`config.mk`:
```
export PLATFORM = sky130hd
export DESIGN_NAME = store_unit_flat
export DESIGN_NICKNAME = d
export VERILOG_FILES = /design/src/rtl/store_unit_pkg.sv /design/src/rtl/store_unit_if.sv /design/src/rtl/store_unit.sv /design/src/flat_wrapper.sv
export SDC_FILE = /design/constraint.sdc
export NUM_CORES = 1
export LEC_CHECK = 0
export CAP_MARGIN = 20
export CORE_MARGIN = 3
export CORE_UTILIZATION = 45
export CTS_CLUSTER_SIZE = 25
export DETAILED_ROUTE_END_ITERATION = 10
export PLACE_DENSITY_LB_ADDON = 0.08
export SLEW_MARGIN = 40
export SYNTH_ARGS = -nofsm -noshare
export SYNTH_HDL_FRONTEND = slang
export SYNTH_SLANG_ARGS = --single-unit
```
`constraint.sdc`:
```
create_clock -name clk -period 4.2 [get_ports clk]
set_input_delay 1.05 -clock clk [delete_from_list [all_inputs] [get_ports clk]]
set_output_delay 1.05 -clock clk [all_outputs]
set_load 0.02 [all_outputs]
```
`src/rtl/store_unit_pkg.sv`:
```
`timescale 1ns/1ps
`default_nettype none
// ============================================================================
//  Module   : store_unit_pkg
//  Purpose  : Shared types for the store unit: machine word width and the
//             memory-operation size encoding carried on st_op.
//  Revision : 1.0  initial release
// ============================================================================
package store_unit_pkg;

    localparam int XLEN = 32;

    // Encoding 2'd3 is deliberately unnamed; the store unit treats it as an
    // illegal size and raises the misaligned exception.
    typedef enum logic [1:0] {
        MEM_BYTE = 2'd0,
        MEM_HALF = 2'd1,
        MEM_WORD = 2'd2
    } mem_op_e;

endpackage
`default_nettype wire

```
`src/rtl/store_unit_if.sv`:
```
`timescale 1ns/1ps
`default_nettype none
// ============================================================================
//  Module   : store_unit_if
//  Purpose  : Bundles the store-request, memory-write and load-hazard signals
//             of the store unit.
//  Ports    : st_valid/st_ready/st_addr/st_wdata/st_op  store request (MEM stage)
//             misaligned                                 exception pulse
//             mem_req/mem_gnt/mem_addr/mem_wdata/mem_wstrb  data-memory write
//             ld_addr/ld_hazard                          load-vs-store hazard
//             empty                                      buffer drained
//  Modports : slave  - the store unit itself
//             master - the pipeline / memory side driving it
//  Revision : 1.0  initial release
// ============================================================================
interface store_unit_if;
    import store_unit_pkg::*;

    logic            st_valid;
    logic            st_ready;
    logic [XLEN-1:0] st_addr;
    logic [XLEN-1:0] st_wdata;
    mem_op_e         st_op;
    logic            misaligned;
    logic            mem_req;
    logic            mem_gnt;
    logic [XLEN-1:0] mem_addr;
    logic [XLEN-1:0] mem_wdata;
    logic [3:0]      mem_wstrb;
    logic [XLEN-1:0] ld_addr;
    logic            ld_hazard;
    logic            empty;

    modport slave (
        input  st_valid, st_addr, st_wdata, st_op, mem_gnt, ld_addr,
        output st_ready, misaligned, mem_req, mem_addr, mem_wdata, mem_wstrb,
               ld_hazard, empty
    );

    modport master (
        output st_valid, st_addr, st_wdata, st_op, mem_gnt, ld_addr,
        input  st_ready, misaligned, mem_req, mem_addr, mem_wdata, mem_wstrb,
               ld_hazard, empty
    );

endinterface
`default_nettype wire

```
`src/rtl/store_unit.sv`:
```
`timescale 1ns/1ps
`default_nettype none
// ============================================================================
//  Module   : store_unit
//  Purpose  : Store buffer between the MEM stage and data memory. Accepts
//             byte/half/word stores, flags misaligned ones, lane-aligns the
//             data into a word-wide write with byte strobes, queues entries in
//             a FIFO and drains them to memory in order via a req/gnt
//             handshake. Also reports whether the load in MEM hits any word
//             still waiting in the buffer.
//  Ports    : clk    - single clock, rising edge
//             rst_n  - asynchronous active-low reset
//             bus    - store_unit_if.slave (request, memory, hazard, empty)
//  Params   : DEPTH  - number of buffer entries (power of two, >= 2)
//  Revision : 1.0  initial release
// ============================================================================
module store_unit #(
    parameter int DEPTH = 2
) (
    input  wire logic     clk,
    input  wire logic     rst_n,
    store_unit_if.slave   bus
);
    import store_unit_pkg::*;

    localparam int              PTR_W   = $clog2(DEPTH);
    localparam int              CNT_W   = PTR_W + 1;
    localparam logic [CNT_W-1:0] DEPTH_C = CNT_W'(DEPTH);

    // ------------------------------------------------------------------
    // State
    // ------------------------------------------------------------------
    logic [PTR_W-1:0] wr_ptr_q, wr_ptr_d;
    logic [PTR_W-1:0] rd_ptr_q, rd_ptr_d;
    logic [CNT_W-1:0] count_q,  count_d;
    logic [DEPTH-1:0] valid_q,  valid_d;
    logic             misaligned_q, misaligned_d;

    // Entry payload. Only the word address is kept; the byte offset is
    // already folded into the strobes.
    logic [XLEN-3:0]  addr_q [DEPTH];
    logic [XLEN-1:0]  data_q [DEPTH];
    logic [3:0]       strb_q [DEPTH];

    // ------------------------------------------------------------------
    // Combinational
    // ------------------------------------------------------------------
    logic             buf_empty;
    logic             buf_ready;
    logic             accept;
    logic             push;
    logic             pop;
    logic             st_mis;
    logic [1:0]       off;
    logic [XLEN-1:0]  lane_wdata;
    logic [3:0]       lane_wstrb;
    logic [DEPTH-1:0] hit;
    logic             unused_ld_offset;

    assign buf_empty = (count_q == '0);
    // No bypass: a pop in the same cycle does not make room for a push.
    assign buf_ready = (count_q < DEPTH_C);
    assign accept    = bus.st_valid && buf_ready;
    assign push      = accept && !st_mis;
    // mem_gnt only matters while a write is actually being presented.
    assign pop       = !buf_empty && bus.mem_gnt;

    // Hazard matching is on word address, so the load byte offset is not needed.
    assign unused_ld_offset = ^bus.ld_addr[1:0];

    // Size check and lane alignment of the incoming store.
    always_comb begin
        off        = bus.st_addr[1:0];
        lane_wdata = bus.st_wdata;
        lane_wstrb = 4'b0000;
        st_mis     = 1'b1;
        case (bus.st_op)
            MEM_BYTE: begin
                lane_wdata = {4{bus.st_wdata[7:0]}};
                lane_wstrb = 4'b0001 << off;
                st_mis     = 1'b0;
            end
            MEM_HALF: begin
                lane_wdata = {2{bus.st_wdata[15:0]}};
                lane_wstrb = off[1] ? 4'b1100 : 4'b0011;
                st_mis     = off[0];
            end
            MEM_WORD: begin
                lane_wdata = bus.st_wdata;
                lane_wstrb = 4'b1111;
                st_mis     = |off;
            end
            default: begin
                st_mis     = 1'b1;
            end
        endcase
    end

    // Next-state for pointers, occupancy and the exception pulse.
    always_comb begin
        wr_ptr_d     = wr_ptr_q + PTR_W'(push);
        rd_ptr_d     = rd_ptr_q + PTR_W'(pop);
        count_d      = count_q;
        valid_d      = valid_q;
        misaligned_d = accept && st_mis;

        case ({push, pop})
            2'b10:   count_d = count_q + 1'b1;
            2'b01:   count_d = count_q - 1'b1;
            default: count_d = count_q;
        endcase

        // Push never targets the head slot being popped: a push with a pop
        // implies at least one free slot, so the indices differ.
        if (pop) begin
            valid_d[rd_ptr_q] = 1'b0;
        end
        if (push) begin
            valid_d[wr_ptr_q] = 1'b1;
        end
    end

    // ------------------------------------------------------------------
    // Control registers
    // ------------------------------------------------------------------
    always_ff @(posedge clk or negedge rst_n) begin
        if (!rst_n) begin
            wr_ptr_q     <= '0;
            rd_ptr_q     <= '0;
            count_q      <= '0;
            valid_q      <= '0;
            misaligned_q <= 1'b0;
        end else begin
            wr_ptr_q     <= wr_ptr_d;
            rd_ptr_q     <= rd_ptr_d;
            count_q      <= count_d;
            valid_q      <= valid_d;
            misaligned_q <= misaligned_d;
        end
    end

    // Payload storage carries no reset: every consumer is qualified by the
    // valid bits or by the buffer being non-empty.
    always_ff @(posedge clk) begin
        if (push) begin
            addr_q[wr_ptr_q] <= bus.st_addr[XLEN-1:2];
            data_q[wr_ptr_q] <= lane_wdata;
            strb_q[wr_ptr_q] <= lane_wstrb;
        end
    end

    // ------------------------------------------------------------------
    // Load hazard: any live entry whose word address matches the load.
    // ------------------------------------------------------------------
    for (genvar i = 0; i < DEPTH; i++) begin : g_hazard
        assign hit[i] = valid_q[i] && (addr_q[i] == bus.ld_addr[XLEN-1:2]);
    end

    // ------------------------------------------------------------------
    // Outputs
    // ------------------------------------------------------------------
    assign bus.st_ready   = buf_ready;
    assign bus.misaligned = misaligned_q;
    assign bus.empty      = buf_empty;
    assign bus.mem_req    = !buf_empty;
    assign bus.ld_hazard  = |hit;

    // Head entry, forced to zero when nothing is buffered so that reset
    // (which clears the count) also clears the write bus.
    assign bus.mem_addr   = buf_empty ? '0 : {addr_q[rd_ptr_q], 2'b00};
    assign bus.mem_wdata  = buf_empty ? '0 : data_q[rd_ptr_q];
    assign bus.mem_wstrb  = buf_empty ? '0 : strb_q[rd_ptr_q];

endmodule
`default_nettype wire

```
`src/flat_wrapper.sv`:
```
// flat-port wrapper written by rule: the top's interface ports become plain ports
module store_unit_flat import store_unit_pkg::*;
#(
    parameter int DEPTH = 2
)
  (clk, rst_n, bus_st_valid, bus_st_addr, bus_st_wdata, bus_st_op, bus_mem_gnt, bus_ld_addr, bus_st_ready, bus_misaligned, bus_mem_req, bus_mem_addr, bus_mem_wdata, bus_mem_wstrb, bus_ld_hazard, bus_empty);
  store_unit_if bus_i ();
  input  wire logic clk;
  input  wire logic rst_n;
  input wire logic [$bits(bus_i.st_valid)-1:0] bus_st_valid;
  input wire logic [$bits(bus_i.st_addr)-1:0] bus_st_addr;
  input wire logic [$bits(bus_i.st_wdata)-1:0] bus_st_wdata;
  input wire logic [$bits(bus_i.st_op)-1:0] bus_st_op;
  input wire logic [$bits(bus_i.mem_gnt)-1:0] bus_mem_gnt;
  input wire logic [$bits(bus_i.ld_addr)-1:0] bus_ld_addr;
  output wire logic [$bits(bus_i.st_ready)-1:0] bus_st_ready;
  output wire logic [$bits(bus_i.misaligned)-1:0] bus_misaligned;
  output wire logic [$bits(bus_i.mem_req)-1:0] bus_mem_req;
  output wire logic [$bits(bus_i.mem_addr)-1:0] bus_mem_addr;
  output wire logic [$bits(bus_i.mem_wdata)-1:0] bus_mem_wdata;
  output wire logic [$bits(bus_i.mem_wstrb)-1:0] bus_mem_wstrb;
  output wire logic [$bits(bus_i.ld_hazard)-1:0] bus_ld_hazard;
  output wire logic [$bits(bus_i.empty)-1:0] bus_empty;
  assign bus_i.st_valid = bus_st_valid;
  assign bus_i.st_addr = bus_st_addr;
  assign bus_i.st_wdata = bus_st_wdata;
  assign bus_i.st_op = bus_st_op;
  assign bus_i.mem_gnt = bus_mem_gnt;
  assign bus_i.ld_addr = bus_ld_addr;
  assign bus_st_ready = bus_i.st_ready;
  assign bus_misaligned = bus_i.misaligned;
  assign bus_mem_req = bus_i.mem_req;
  assign bus_mem_addr = bus_i.mem_addr;
  assign bus_mem_wdata = bus_i.mem_wdata;
  assign bus_mem_wstrb = bus_i.mem_wstrb;
  assign bus_ld_hazard = bus_i.ld_hazard;
  assign bus_empty = bus_i.empty;
  store_unit #(.DEPTH(DEPTH)) u_core (.clk(clk), .rst_n(rst_n), .bus(bus_i));
endmodule
```
# Word-level counts from Yosys, hierarchy flattened

Memory sizes are Yosys's and may differ from the RTL's.
Index checks and enable logic that the tools add are counted.

Bitwise operators: 3
$lt $le $gt $ge: 5
Muxes and demuxes: 16
Shift operators: 1
Add/subtract/negate cells: 4
Reductions and logical operators: 15
Equality and inequality tests: 6

Operators by type and width:

| operator            | count |
|---|---|
| $mux 32             | 2 |
| $pmux 32 s2         | 1 |
| $eq 30x30->1        | 2 |
| $pmux 4 s3          | 1 |
| $logic_and 1x1->1   | 8 |
| $mux 4              | 2 |
| $eq 2x1->1 const B  | 2 |
| $eq 2x2->1 const B  | 2 |
| $logic_not 2->1     | 2 |
| $lt 1x2->1 const B  | 2 |
| $mux 1              | 4 |
| $mux 2              | 2 |
| $pmux 2 s2          | 1 |
| $reduce_or 2->1     | 2 |
| $shl 1x2->4 const A | 1 |
| $pmux 1 s3          | 1 |
| $add 1x1->1         | 2 |
| $add 2x1->2 const B | 1 |
| $and 2x2->2         | 1 |
| $demux 1 s1         | 2 |
| $ge 1x1->1 const B  | 2 |
| $logic_not 1->1     | 2 |
| $lt 2x2->1 const B  | 1 |
| $not 2->2           | 1 |
| other kinds (3)     | 3 |

Input bits: 102
Memory bits (writable): 132
Memories: 3
Output and inout bits: 73
Flip-flop bits (word level): 7
Logic and storage cells: 58

Memories:

| memory        | words | bits a word | rd ports | clocked after Yosys merged registers in | write ports | line             | RTL |
|---|---|---|---|---|---|---|---|
| u_core.data_q | 2     | 32          | 1        | 0                                       | 1           | store_unit.sv:42 | `logic [XLEN-1:0] data_q [DEPTH];` |
| u_core.addr_q | 2     | 30          | 3        | 0                                       | 1           | store_unit.sv:41 | `logic [XLEN-3:0] addr_q [DEPTH];` |
| u_core.strb_q | 2     | 4           | 1        | 0                                       | 1           | store_unit.sv:43 | `logic [3:0] strb_q [DEPTH];` |

# Longest topological paths before layout

Word-level depth: 9
Depth in mapped cells: 8
Gate-level depth less buffers: 7

# Least setup slack after synthesis

Ideal clock, no wire load.

Kind: input to register
Start: input port bus_st_op[1]
End: memory u_core.addr_q[0][0] (netlist bit) (enable)
Setup time: 431 ps
Stages: 6
Path buffers: 1
Setup slack: 463 ps
Arrival time: 3,306 ps
Data required time: 3,769 ps
Cell sequence: clkbuf_1 > o21a_1 > o22ai_1 > nand3_1 > inv_1 > ha_1

Longest elaborated chain between the ends: 6
Elaborated cells on any way between the ends: 8
Classes of those cells: eq/ne (2); mux (3); reduce/logical (3)

RTL lines:

| element                                  | line               | RTL |
|---|---|---|
| start: declaration                       | flat_wrapper.sv:13 | `input wire logic [$bits(bus_i.st_op)-1:0] bus_st_op;` |
| $eq 2x2->1, or another cell as far along | store_unit.sv:77   | `case (bus.st_op)` |
| $pmux 1 s3 *                             | store_unit.sv:77   |  |
| $logic_not 1->1 *                        | store_unit.sv:64   | `assign push = accept && !st_mis;` |
| $logic_and 1x1->1 *                      | store_unit.sv:64   |  |
| $mux 1 *                                 | store_unit.sv:145  | `if (push) begin` |
| $mux 1 (not written as such) *           | store_unit.sv:146  | `addr_q[wr_ptr_q] <= bus.st_addr[XLEN-1:2];` |
| end: declaration                         | store_unit.sv:41   |  |

Every way passes the cells marked *; elsewhere a longest branch is shown, timed or not.

# Worst setup path after layout

Start: input port bus_ld_addr[24]
End: output port bus_ld_hazard

Longest elaborated chain between the ends: 3
Elaborated cells on any way between the ends: 5
Classes of those cells: eq/ne (2); reduce/logical (3)

RTL lines:

| element            | line               | RTL |
|---|---|---|
| start: declaration | flat_wrapper.sv:15 | `input wire logic [$bits(bus_i.ld_addr)-1:0] bus_ld_addr;` |
| $eq 30x30->1       | store_unit.sv:156  | `assign hit[i] = valid_q[i] && (addr_q[i] == bus.ld_addr[XLEN-1:2]);` |
| $logic_and 1x1->1  | store_unit.sv:156  |  |
| $reduce_or 2->1 *  | store_unit.sv:166  | `assign bus.ld_hazard = \|hit;` |
| end: declaration   | flat_wrapper.sv:22 | `output wire logic [$bits(bus_i.ld_hazard)-1:0] bus_ld_hazard;` |

Marked as above.

==> results.py <==
metrics = {
    "status": {
        "status": "finished clean",
    },
    "timing": {
        "setup_ws_ps": 183,
        "skew_ps": 6.03,
        "rsz0062_at_grt": "no",
        "setup-violations-final": 0,
        "finalCriticalPeriod_ps": 4020,
        "post-route-period-util_pct": 95.6,
        "hold_slack_ps": 458,
        "max_slew_margin_pct": 64.3,
        "maxSlewViolCount": 0,
        "tightestPinTransition_ps": 536,
        "finalHoldViolCount": 0,
        "fmax_mhz": 249,
    },
    "place": {
        "dp.cells": 798,
        "preCtsSetupSlack_ps": -91.7,
        "place.gp.congestion": 0.794,
        "placed_area_um2": 8410,
        "port_buffers": 170,
        "hpwl_um": 10800,
    },
    "clock_network": {
        "clk_pin_slew_ps": 50,
        "cts_setup_buffers": 0,
        "clock_path_buffers": 2,
        "clock_latency_ps": 410,
        "cts_resized": 1,
        "cts_num_sinks": 139,
        "cts_root_buf": "clkbuf_16",
        "cts_tree": "done",
        "h-tree-depth": 4,
        "cts_buffers": 17,
        "holdBufCountCts": 0,
    },
    "finish": {
        "drive_gt1_share_pct": 10.6,
        "diodes": 0,
        "fin_nets": 746,
        "design_area_um2": 8980,
        "fin_cells": 828,
        "utilization_pct": 66.3,
        "area_growth_syn_to_layout_pct": 40.8,
    },
    "route": {
        "wire_per_inst_um": 18.3,
        "drtIter0Drc": 247,
        "drtPass1Iterations": 6,
        "via_per_inst": 5.02,
        "ant_nets": 0,
        "wl_um": 15200,
        "vias": 4157,
        "route.detailed.drc": 0,
    },
    "critical_path": {
        "crit_path_end_kind": "output port",
        "critPathLaunchType": "input port",
        "r2r_end": "u_core.strb_q[0][1]$_DFFE_PP_",
        "arrival_ps": 2970,
        "r2r_start": "u_core.count_q[1]$_DFFE_PN0P_",
        "reg2regPathDepth": 5,
        "path_max_fanout": 2,
        "crit_required_ps": 3150,
        "timing_worst_setup_path_type": "in2out",
        "regToRegSetupSlack_ps": 2370,
    },
    "worst_hold_path": {
        "hold_class": "reg2reg",
        "hold_depth": 1,
        "holdPathEnd": "u_core.bus.misaligned$_DFF_PN0_",
        "hp-start": "u_core.count_q[1]$_DFFE_PN0P_",
    },
    "die": {
        "core_um2": 13600,
        "dieHeight_um": 125,
        "placementRows": 42,
        "initial_core_util_pct": 47.1,
        "die_w_um": 125,
        "io_pins": 175,
        "die_area_um2": 15600,
    },
    "power": {
        "combinationalPowerShare_pct": 40.1,
        "ir_drop_mv": 0.300,
        "swShare_pct": 33.5,
        "clkPwrFrac_pct": 26.6,
        "power_density_nw_per_um2": 614,
        "intPower_mw": 3.67,
        "seq_power_share_pct": 33.2,
        "p_leak_nw": 3.32,
        "power.switching_mw": 1.85,
    },
    "synth": {
        "synth_top_flop_cell": "edfxtp_1",
        "synth_common_cells": "edfxtp_1 (132), mux2i_1 (75), nor2_1 (70), xnor2_1 (34), xor2_1 (30)",
        "yosys.area_share.simple_pct": 7.10,
        "synth_mux_area_share_pct": 14.6,
        "avgSynthCellArea_um2": 14.1,
        "synthAdderAreaFrac_pct": 0.588,
        "synth_compound_area_share_pct": 1.73,
        "synth_top_area_share_pct": 62.1,
        "syn_inst": 454,
        "netlist_area_um2": 6380,
        "yosysWarnings": 0,
        "synth.area.top_cells": "edfxtp_1 (62%), mux2i_1 (12%), xnor2_1 (4.7%)",
        "synth_top_family_by_area": "multiplexers",
        "ys_seq_elements": 139,
        "yosys.cell_types.count": 27,
        "synth_xor_xnor_area_share_pct": 8.78,
        "yosysSeqAreaShare_pct": 64.9,
        "synth.most_common_cell": "edfxtp_1",
        "async_flop_share_pct": 5.04,
        "yosys.area.top_type": "edfxtp_1",
        "synth-edff-count": 132,
    },
    "global_routing": {
        "grt_overflow_total": 0,
        "grt_max_degree": 58,
        "grt_usage_pct": 19.9,
        "grt_pass1_wl_um": 23900,
        "grt_pass1_vias": 4489,
        "antenna_found_initial": 1,
    },
    "flow_run": {
        "maxCapViolCount": 0,
    },
}
-- routing by layer --
layer  wire length, um  share of wire (%)  GRT usage [%]  vias up
met4               238                1.6           7.02        2
met3               987                6.5           5.93       18
met2              7760                 51           33.9      134
li1                  -                  -              -     2015
met1              6190                 41           24.2     1988
met5                13              0.086              0        -
-- sequential cells by signal (all words and copies together) (netlist names) --
name	flops
u_core.valid_q	2
u_core.count_q	2
u_core.bus.misaligned	1
u_core.addr_q	60
u_core.rd_ptr_q	1
u_core.strb_q	8
u_core.data_q	64
u_core.wr_ptr_q	1
-- worst max path at each step --
stage                          from                       endpoint  slack, ps
floorplan              bus_st_op[1]  u_core.addr_q[0][0]$_DFFE_PP_        460
global placement    bus_ld_addr[19]                  bus_ld_hazard       -110
detailed placement  bus_ld_addr[15]                  bus_ld_hazard        -90
CTS                  bus_ld_addr[4]                  bus_ld_hazard        190
global route        bus_ld_addr[12]                  bus_ld_hazard        100
finish              bus_ld_addr[24]                  bus_ld_hazard        180
-- cells by family (layout without fill, tap and decap cells) --
kind of cell,Yosys count,count (layout)
compound gates,21,21
xor+xnor,64,64
fa+ha+maj,3,3
buf+inv,31,228
flops,139,139
mux,91,91
other cells,1,2
simple gates,104,104
-- power by group through the flow --
| stage | sequential (mW) | clock, mW | combinational (mW) |
|---|---|---|---|
| finish | 1.83 | 1.47 | 2.21 |
| global route | 1.85 | 1.55 | 2.36 |
| CTS | 1.84 | 1.49 | 2.25 |
| detailed placement | 1.86 | 0 | 2.23 |
| global placement | 1.86 | 0 | 2.22 |
| floorplan | 1.78 | 0 | 1.28 |
-- area by class of cell --
type / instances / area [um2]
fill: 1029 / 4570
timing repair buffer: 190 / 1890
clock inverter: 12 / 150
tap: 176 / 220
sequential: 139 / 4140
inverter: 8 / 30.0
clock buffer: 18 / 429
multi-input combinational: 285 / 2120
-- worst max-delay path: stages --
cell,delay (ps)
clkdlybuf4s50_1,460
xnor2_1,260
nand4_1,170
or4_1,530
o22ai_1,140
dlygate4sd2_1,370
-- per-stage QoR --
stage	total power, mW	setup TNS [ps]
detailed placement	4.10	-91.7
global route	5.77	0
global placement	4.08	-108
CTS	5.58	0
finish	5.51	0
floorplan	3.06	0
-- placed cells by master (no fill, tap or decap), types with 2 or more instances in the layout --
cell	count
or4_1	2
nor4_1	6
xor2_1	30
nand2_1	9
nor3_1	2
buf_4	17
buf_12	3
clkinv_1	2
dfrtp_1	6
edfxtp_1	132
ha_4	2
inv_1	7
conb_1	2
clkdlybuf4s50_1	169
mux2i_1	75
mux2_2	16
a21oi_1	5
nor2_1	70
clkinvlp_4	4
o21ai_0	13
o22ai_1	2
xnor2_1	34
clkbuf_16	17
bufinv_16	3
nand4_1	10
No activity file was read; power rests on OpenSTA's default activity.
